## src/rtl/score_pkg.sv

```systemverilog
// Shared types and constants for the packed-BCD score keeper.
package score_pkg;

    localparam int DEFAULT_DIGITS = 6;
    localparam logic [3:0] BCD_NINE = 4'd9;

    typedef enum logic [1:0] {
        ADD       = 2'b00,
        SUB       = 2'b01,
        CLEAR     = 2'b10,
        CLEAR_ALL = 2'b11
    } op_t;

    typedef enum logic [1:0] {
        IDLE   = 2'b00,
        RUN    = 2'b01,
        COMMIT = 2'b10
    } state_t;

endpackage

```

## src/rtl/bcd_digit_alu.sv

```systemverilog
// Single-digit BCD add/subtract with carry/borrow; flags operand digits above 9.
module bcd_digit_alu
    import score_pkg::*;
(
    input  logic [3:0] a,
    input  logic [3:0] b,
    input  logic       cin,
    input  logic       sub,
    output logic [3:0] y,
    output logic       cout,
    output logic       bad
);

    logic [4:0] sum;
    logic [4:0] diff;
    logic [4:0] sum_adj;

    // a - b - cin spans -16..15, so bit 4 of the 5-bit difference is its sign
    assign sum     = {1'b0, a} + {1'b0, b} + {4'b0000, cin};
    assign diff    = {1'b0, a} - {1'b0, b} - {4'b0000, cin};
    assign sum_adj = sum - 5'd10;
    assign bad     = (b > BCD_NINE);

    always_comb begin
        y    = 4'd0;
        cout = 1'b0;
        if (sub) begin
            if (diff[4]) begin
                y    = diff[3:0] + 4'd10;
                cout = 1'b1;
            end else begin
                y    = diff[3:0];
            end
        end else begin
            if (sum > 5'd9) begin
                y    = sum_adj[3:0];
                cout = 1'b1;
            end else begin
                y    = sum[3:0];
            end
        end
    end

endmodule

```

## src/rtl/bcd_score_keeper.sv

```systemverilog
// Packed-BCD score register with high-score tracking; arithmetic runs one digit
// per clock through a shared digit ALU, and the visible score changes only at COMMIT.
module bcd_score_keeper
    import score_pkg::*;
#(
    parameter int DIGITS = DEFAULT_DIGITS
) (
    input  logic                  clk,
    input  logic                  resetN,
    input  logic                  start,
    input  logic [1:0]            op,
    input  logic [4*DIGITS-1:0]   amountIn,
    output logic                  busy,
    output logic                  done,
    output logic [4*DIGITS-1:0]   resultOut,
    output logic [4*DIGITS-1:0]   highScoreOut,
    output logic                  overflow,
    output logic                  underflow,
    output logic                  badDigit
);

    localparam int W     = 4 * DIGITS;
    localparam int IDX_W = (DIGITS > 1) ? $clog2(DIGITS) : 1;
    localparam logic [W-1:0] ALL_NINES = {DIGITS{BCD_NINE}};

    state_t             state_q, state_d;
    op_t                op_q;
    logic [W-1:0]       amount_q;
    logic [W-1:0]       work_q, work_d;
    logic [W-1:0]       result_q;
    logic [W-1:0]       high_q;
    logic [IDX_W-1:0]   idx_q;
    logic               carry_q;
    logic               bad_pending_q;
    logic               done_q;
    logic               overflow_q, underflow_q, bad_digit_q;

    logic [3:0]         res_dig [DIGITS];
    logic [3:0]         amt_dig [DIGITS];
    logic [3:0]         alu_y;
    logic               alu_cout;
    logic               alu_bad;
    logic               accept;
    logic               last_digit;

    logic [W-1:0]       commit_result;
    logic               commit_ovf, commit_unf;

    assign accept     = (state_q == IDLE) && start;
    assign last_digit = (idx_q == IDX_W'(DIGITS - 1));

    // Digit views feed the single ALU; the working register captures digit idx_q only
    genvar gi;
    generate
        for (gi = 0; gi < DIGITS; gi++) begin : g_digit
            assign res_dig[gi] = result_q[gi*4 +: 4];
            assign amt_dig[gi] = amount_q[gi*4 +: 4];
            assign work_d[gi*4 +: 4] = ((state_q == RUN) && (idx_q == IDX_W'(gi)))
                                       ? alu_y : work_q[gi*4 +: 4];
        end
    endgenerate

    bcd_digit_alu u_alu (
        .a    (res_dig[idx_q]),
        .b    (amt_dig[idx_q]),
        .cin  (carry_q),
        .sub  (op_q == SUB),
        .y    (alu_y),
        .cout (alu_cout),
        .bad  (alu_bad)
    );

    always_ff @(posedge clk or negedge resetN) begin
        if (!resetN) begin
            state_q <= IDLE;
        end else begin
            state_q <= state_d;
        end
    end

    always_comb begin
        state_d = state_q;
        case (state_q)
            IDLE: begin
                if (start) begin
                    if ((op_t'(op) == ADD) || (op_t'(op) == SUB)) begin
                        state_d = RUN;
                    end else begin
                        state_d = COMMIT;
                    end
                end
            end
            RUN: begin
                if (last_digit) begin
                    state_d = COMMIT;
                end
            end
            COMMIT:  state_d = IDLE;
            default: state_d = IDLE;
        endcase
    end

    always_comb begin
        busy = (state_q != IDLE);
    end

    // Rejection beats saturation; CLEAR ops never run digits, so carry_q is 0 for them
    always_comb begin
        commit_result = work_q;
        commit_ovf    = 1'b0;
        commit_unf    = 1'b0;
        if (bad_pending_q) begin
            commit_result = result_q;
        end else if ((op_q == CLEAR) || (op_q == CLEAR_ALL)) begin
            commit_result = '0;
        end else if ((op_q == ADD) && carry_q) begin
            commit_result = ALL_NINES;
            commit_ovf    = 1'b1;
        end else if ((op_q == SUB) && carry_q) begin
            commit_result = '0;
            commit_unf    = 1'b1;
        end
    end

    always_ff @(posedge clk or negedge resetN) begin
        if (!resetN) begin
            op_q          <= ADD;
            amount_q      <= '0;
            work_q        <= '0;
            result_q      <= '0;
            high_q        <= '0;
            idx_q         <= '0;
            carry_q       <= 1'b0;
            bad_pending_q <= 1'b0;
            done_q        <= 1'b0;
            overflow_q    <= 1'b0;
            underflow_q   <= 1'b0;
            bad_digit_q   <= 1'b0;
        end else begin
            done_q <= 1'b0;
            work_q <= work_d;
            if (accept) begin
                op_q          <= op_t'(op);
                amount_q      <= amountIn;
                idx_q         <= '0;
                carry_q       <= 1'b0;
                bad_pending_q <= 1'b0;
                overflow_q    <= 1'b0;
                underflow_q   <= 1'b0;
                bad_digit_q   <= 1'b0;
            end
            if (state_q == RUN) begin
                carry_q <= alu_cout;
                idx_q   <= idx_q + IDX_W'(1);
                if (alu_bad) begin
                    bad_pending_q <= 1'b1;
                end
            end
            if (state_q == COMMIT) begin
                result_q    <= commit_result;
                done_q      <= 1'b1;
                overflow_q  <= commit_ovf;
                underflow_q <= commit_unf;
                bad_digit_q <= bad_pending_q;
                if (op_q == CLEAR_ALL) begin
                    high_q <= '0;
                end else if (commit_result > high_q) begin
                    high_q <= commit_result;
                end
            end
        end
    end

    assign done         = done_q;
    assign resultOut    = result_q;
    assign highScoreOut = high_q;
    assign overflow     = overflow_q;
    assign underflow    = underflow_q;
    assign badDigit     = bad_digit_q;

endmodule

```

## config.mk

```make
export PLATFORM = sky130hd
export DESIGN_NAME = bcd_score_keeper
export DESIGN_NICKNAME = d
export VERILOG_FILES = /design/src/rtl/score_pkg.sv /design/src/rtl/bcd_digit_alu.sv /design/src/rtl/bcd_score_keeper.sv
export SDC_FILE = /design/constraint.sdc
export NUM_CORES = 1
export LEC_CHECK = 0
export ABC_AREA = 1
export ABC_CLOCK_PERIOD_IN_PS = 3000
export CAP_MARGIN = 20
export CORE_AREA = 4 4 165 167
export CTS_BUF_LIST = sky130_fd_sc_hd__clkbuf_8
export CTS_CLUSTER_DIAMETER = 150
export DETAILED_ROUTE_END_ITERATION = 16
export DIE_AREA = 0 0 169 171
export SETUP_SLACK_MARGIN = 0.1
export SYNTH_ARGS = -nofsm -noshare
export SYNTH_HDL_FRONTEND = slang
export SYNTH_SLANG_ARGS = --single-unit
```

## constraint.sdc

```tcl
create_clock -name clk -period 3 [get_ports clk]
set_input_delay 0.6 -clock clk [delete_from_list [all_inputs] [get_ports clk]]
set_output_delay 0.6 -clock clk [all_outputs]
set_load 0.005 [all_outputs]
```

## Yosys cells after proc, flatten, opt, wreduce, memory -nomap -nowiden

Cells that the tools add are included.

- $add $sub $neg: 7
- Order comparisons: 4
- Equal/unequal tests: 13
- Multiplexer cells: 40
- Bitwise operators: 1
- Reductions and logical operators: 21

Operators by type and width:

| operator | number |
|---|---|
| 24-bit 2-to-1 mux | 6 |
| 4-bit 2-to-1 mux | 7 |
| 4-bit binary-select mux with 3-bit select | 2 |
| 24-bit > comparator | 1 |
| 1-bit 2-to-1 mux | 19 |
| 1-bit logical AND | 9 |
| 2-bit nonzero test | 4 |
| 2-bit by 1-bit == test with 1-bit output (second input constant) | 3 |
| 2-bit == test (second input constant) | 3 |
| 3-bit by 2-bit == test with 1-bit output (second input constant) | 2 |
| 3-bit == test (second input constant) | 2 |
| 2-bit logical NOT | 3 |
| 2-bit 2-to-1 mux | 3 |
| 3-bit 2-to-1 mux | 2 |
| 4-bit by 4-bit adder with 5-bit output | 1 |
| 5-bit by 1-bit adder with 5-bit output | 1 |
| 5-bit by 4-bit > comparator with 1-bit output (second input constant) | 1 |
| 4-bit by 4-bit subtractor with 5-bit output | 1 |
| 5-bit by 1-bit subtractor with 5-bit output | 1 |
| 4-bit adder (second input constant) | 1 |
| 4-bit >= comparator (second input constant) | 1 |
| 4-bit > comparator (second input constant) | 1 |
| 2-bit != test (second input constant) | 2 |
| 3-bit inverter with 4-bit output | 1 |
| other kinds (7) | 9 |

- Register bits: 109
- Input bits: 29
- Output and inout bits: 53

## Depth between registers and ports, before layout

- Word-level depth: 10
- Gate-level depth with buffers: 23
- Depth with buffers taken out: 21

## Modules after synthesis

Synthesis repeated with hierarchy kept, for this count alone.

- Cell total of the unflattened synthesis: 874
- Area total of the unflattened synthesis: 6,417.4 um2

Modules (own cells, without submodules):

| module | instances | cells each | area an instance (um2) | seq. area each (um2) |
|---|---|---|---|---|
| bcd_score_keeper | 1 | 763 | 5,788.1 | 2,727.6 |
| bcd_digit_alu | 1 | 111 | 629.4 | 0.0 |

## Least setup slack after synthesis

Ideal clock, no wire load.

- Kind: flip-flop to flip-flop
- Start point: reg idx_q[0]
- End point: reg work_q[19]
- Library setup time: 0.117 ns
- Arrival time: 3.148 ns
- Path slack: -0.264 ns
- Cell stages (with the launch flop): 20
- Path buffers: 3
- Period minus slack after synthesis: 3.264 ns
- Cells stage by stage: dfrtp_1 buf_2 buf_2 buf_2 a21oi_1 o21ai_0 a21oi_1 a31oi_1 fa_1 fa_1 xnor2_1 ha_1 a22oi_2 nand2_2 nand2_2 nand3_1 nand2_1 nand2_2 nand2_1 nand2_1

- Longest elaborated chain between the ends: 9
- Elaborated cells between the ends (all ways): 19
- Classes of those cells: 6 x add/sub; 1 x order compare; 1 x eq/ne; 9 x mux; 1 x bitwise; 1 x reduce/logical

RTL lines:

| item | RTL line | text |
|---|---|---|
| from (decl) | bcd_score_keeper.sv:32 | `logic [IDX_W-1:0] idx_q;` |
| from (signal assigned) | bcd_score_keeper.sv:154 | `idx_q <= idx_q + IDX_W'(1);` |
| 3-bit inverter with 4-bit output (implied by the code) | bcd_score_keeper.sv:64, bcd_score_keeper.sv:65 |  |
| 4-bit binary-select mux with 3-bit select, on equally long branches | bcd_score_keeper.sv:64, bcd_score_keeper.sv:65 |  |
| 4-bit 2-to-1 mux, on equally long branches (2 in series) | bcd_score_keeper.sv:64, bcd_score_keeper.sv:65 |  |
| 4-bit by 4-bit adder with 5-bit output or 4-bit by 4-bit subtractor with 5-bit output (tied branches) | bcd_digit_alu.sv:19, bcd_digit_alu.sv:20 |  |
| 5-bit by 1-bit adder with 5-bit output or 5-bit by 1-bit subtractor with 5-bit output (tied branches) | bcd_digit_alu.sv:19, bcd_digit_alu.sv:20 |  |
| 4-bit subtractor (tied with other cells) | bcd_digit_alu.sv:21 | `assign sum_adj = sum - 5'd10;` |
| 4-bit 2-to-1 mux, on equally long branches | bcd_digit_alu.sv:35, bcd_digit_alu.sv:28 |  |
| 4-bit 2-to-1 mux | bcd_digit_alu.sv:27 | `if (sub) begin` |
| to (signal assigned) | bcd_score_keeper.sv:141 | `work_q <= work_d;` |
| to (decl) | bcd_score_keeper.sv:29 | `logic [W-1:0] work_q, work_d;` |

Several ways; a longest one is shown, not always the timed one. The select of a mux whose other input is x is not followed.
A chain may end at the register's enable or synchronous reset.

## Final worst setup path

- Start point: reg idx_q[0]
- End point: reg work_q[14]

The elaborated chain is that of the path after synthesis.

==> impl_metrics.json <==
{
  "arrival_ns": 3.38,
  "hpwl_um": 14600,
  "finalHoldViolCount": 0,
  "synth.ff_latch_count": 109,
  "startpoint_type": "flop",
  "fmax_mhz": 325,
  "dr_total_vias": 5795,
  "drive_above_1_share_pct": 12.5,
  "cts_hold_buf": 0,
  "ys_top_cells_by_count": "nand2_1, inv_1, dfrtp_1",
  "worst_ep_required_time_ns": 3.30,
  "synth_fp_nets": 923,
  "synth.area.top_cells": "dfrtp_1, nand2_1, ha_1, inv_1, o21ai_0",
  "root_buffer": "clkbuf_8",
  "synth_enable_flop_cells": 0,
  "antenna_found_initial": 0,
  "numCtsBuffers": 9,
  "yosys.area.top_type": "dfrtp_1",
  "areaGrowthSynthToFinish_pct": 29.0,
  "synthCells": 852,
  "wl_um": 19000,
  "grt_max_degree": 46,
  "drt_iter0_drc": 452,
  "violations": "setup timing",
  "antenna_left": 0,
  "tightest_slew_ns": 0.632,
  "rows": 59,
  "worst-setup-path-type": "reg2reg",
  "synth_top_area_share_pct": 42.7,
  "relSlewSlack_pct": 57.5,
  "initial_core_util_pct": 24.8,
  "use_met3_pct": 2.70,
  "clk_latency_ns": 0.41,
  "syn_avg_cell_area_um2": 7.50,
  "die_y_um": 171,
  "n_antenna_cell": 0,
  "setup_viol": 19,
  "synthDistinctLibCells": 39,
  "dieArea_mm2": 0.0289,
  "ys_seq_area_share_pct": 42.7,
  "via_per_inst": 4.47,
  "synth.most_common_cell": "nand2_1",
  "wl_per_cell_um": 14.6,
  "cts_tree": "built",
  "grt_use_met1_pct": 17.5,
  "port_buffers": 81,
  "ios": 82,
  "finalWorstSetupSlack_ns": -0.0796,
  "htreeDepth": 3,
  "coreArea_mm2": 0.0258,
  "drc_errors": 0,
  "met2_usage_pct": 23.0,
  "dp_slack_ns": -0.0811,
  "ys_warn_count": 0,
  "busiest_layer": "met2",
  "end_kind": "flop",
  "cts_sinks": 109,
  "cts.reportedPaths.clkPinSlew_ns": 0.12,
  "die_x_um": 169,
  "drt-pass1-iter-count": 5,
  "cap_violations": 0,
  "track_usage_pct": 13.6,
  "async_flop_share_pct": 100,
  "drv_slew": 0,
  "rsz0062_at_grt": "true",
  "gr-total-overflow": 0,
  "crit_chain": "inv_2 -> buf_6 -> a21oi_2 -> o21ai_1 -> a21oi_1 -> a31oi_2 -> fa_2 -> fa_2 -> xnor2_2 -> ha_2 -> a22oi_2 -> nand2_2 -> nand2_4 -> nand2_1 -> nand3_2 -> nand2_4 -> nand2_2 -> nand2_1",
  "skew_ns": 0.0177,
  "crit_fanout": 6,
  "layout.nets": 1027,
  "grt_pass1_vias": 5859,
  "fin_crit_ns": 3.08,
  "hold_class": "in2async",
  "ys.flop_type": "dfrtp_1",
  "grt_pass1_wl_um": 31400,
  "gp_congestion": 0.878,
  "outcome": "finished with violations",
  "cp_slowest_cell": "dfrtp_1",
  "clockBufferDepth": 2,
  "synth_area_mm2": 0.00639,
  "cpPeakStageDelay_ns": 0.44,
  "min_period_over_period_pct": 103
}
==> cell type report <==
| type | count | area [um2] |
|---|---|---|
| fill | 2740 | 17500 |
| multi-input combinational | 597 | 3240 |
| sequential | 109 | 2730 |
| timing repair buffer | 124 | 1190 |
| inverter | 115 | 432 |
| tap | 335 | 419 |
| clock buffer | 9 | 124 |
| clock inverter | 7 | 105 |
==> registers in the layout, summed over array words and instances, names as in the netlist <==
| register | count |
|---|---|
| amount_q | 24 |
| badDigit | 1 |
| bad_pending_q | 1 |
| carry_q | 1 |
| done | 1 |
| highScoreOut | 24 |
| idx_q | 3 |
| op_q | 2 |
| overflow | 1 |
| resultOut | 24 |
| state_q | 2 |
| underflow | 1 |
| work_q | 24 |
==> cell families after synthesis <==
group | count (synthesis) | share of synthesized area (%)
compound gates | 110 | 10.0
simple gates | 443 | 29.0
xor+xnor | 2 | 0.274
buf+inv | 146 | 9.36
flops | 109 | 42.7
fa+ha+maj | 42 | 8.69
==> repair_timing <==
action | CTS | global route
setup buffers | 3 | 1
gates resized for setup | 12 | 24
pin swaps | 6 | 6
endpoints found under the setup margin | 19 | 43
hold endpoints to repair | 0 | 0
==> worst paths after layout <==
path                                           endpoint                      from  slack [ns]  cells past startpoint
setup / recovery                 work_q[14]$_DFFE_PN0P_      idx_q[0]$_DFFE_PN0P_       -0.08                     18
hold / removal                 amount_q[13]$_DFFE_PN0P_                    resetN        0.18                      1
setup reg to reg                 work_q[14]$_DFFE_PN0P_      idx_q[0]$_DFFE_PN0P_       -0.08                     18
hold reg to reg                amount_q[22]$_DFFE_PN0P_  amount_q[22]$_DFFE_PN0P_        0.49                      2
max in group asynchronous  highScoreOut[11]$_DFFE_PN0P_                    resetN        2.10                      2
min in group clk               amount_q[22]$_DFFE_PN0P_  amount_q[22]$_DFFE_PN0P_        0.49                      2
==> metrics by stage <==
step / area [um2] / std cells / hold WS (ns) / utilization [%] / TNS (ns)
global placement: 7830 / 1276 / 0.462 / 30.4 / 0
global route: 8240 / 1296 / 0.223 / 32.0 / -3.60
floorplan: 6460 / 852 / 0.304 / - / -0.483
detailed placement: 7830 / 1276 / 0.464 / 30.4 / -0.952
CTS: 8120 / 1295 / 0.186 / 31.5 / -0.581
finish: 8240 / 1296 / 0.178 / 32.0 / -1.08
==> placed cells by master (no fill, tap or decap), types with 3 or more instances in the layout <==
| cell type | count |
|---|---|
| nor2_2 | 3 |
| nand4_1 | 4 |
| a22oi_1 | 10 |
| fa_2 | 4 |
| nor2_1 | 50 |
| nand3b_1 | 3 |
| o21ai_1 | 9 |
| clkbuf_8 | 9 |
| a21oi_1 | 17 |
| nand3_2 | 5 |
| o21ai_0 | 47 |
| inv_1 | 108 |
| ha_1 | 34 |
| nand2_2 | 13 |
| nor3_1 | 6 |
| or2_2 | 3 |
| dfrtp_1 | 107 |
| buf_4 | 38 |
| buf_12 | 4 |
| inv_2 | 7 |
| nand3_1 | 41 |
| o22ai_1 | 6 |
| and2_1 | 10 |
| nand2_4 | 4 |
| nand2_1 | 295 |
| o21bai_1 | 7 |
| clkdlybuf4s50_1 | 80 |
==> critical path, delay by kind of cell (launching register included) <==
family / cells / cell delay (ns)
adders and majority gates: 3 / 0.95
AOI/OAI and AO/OA: 5 / 0.66
and+or+nand+nor: 7 / 0.53
DFF: 1 / 0.44
buffers and inverters: 2 / 0.22
xor gates and xnor gates: 1 / 0.15
==> layer usage <==
metal	vias up	wire length (um)
li1	2891	-
met1	2751	8420
met2	130	9140
met3	23	984
met4	0	430
met5	-	0
Power is not shown: default switching activity piles up to over one toggle a cycle in this logic, so the estimate is an artifact.
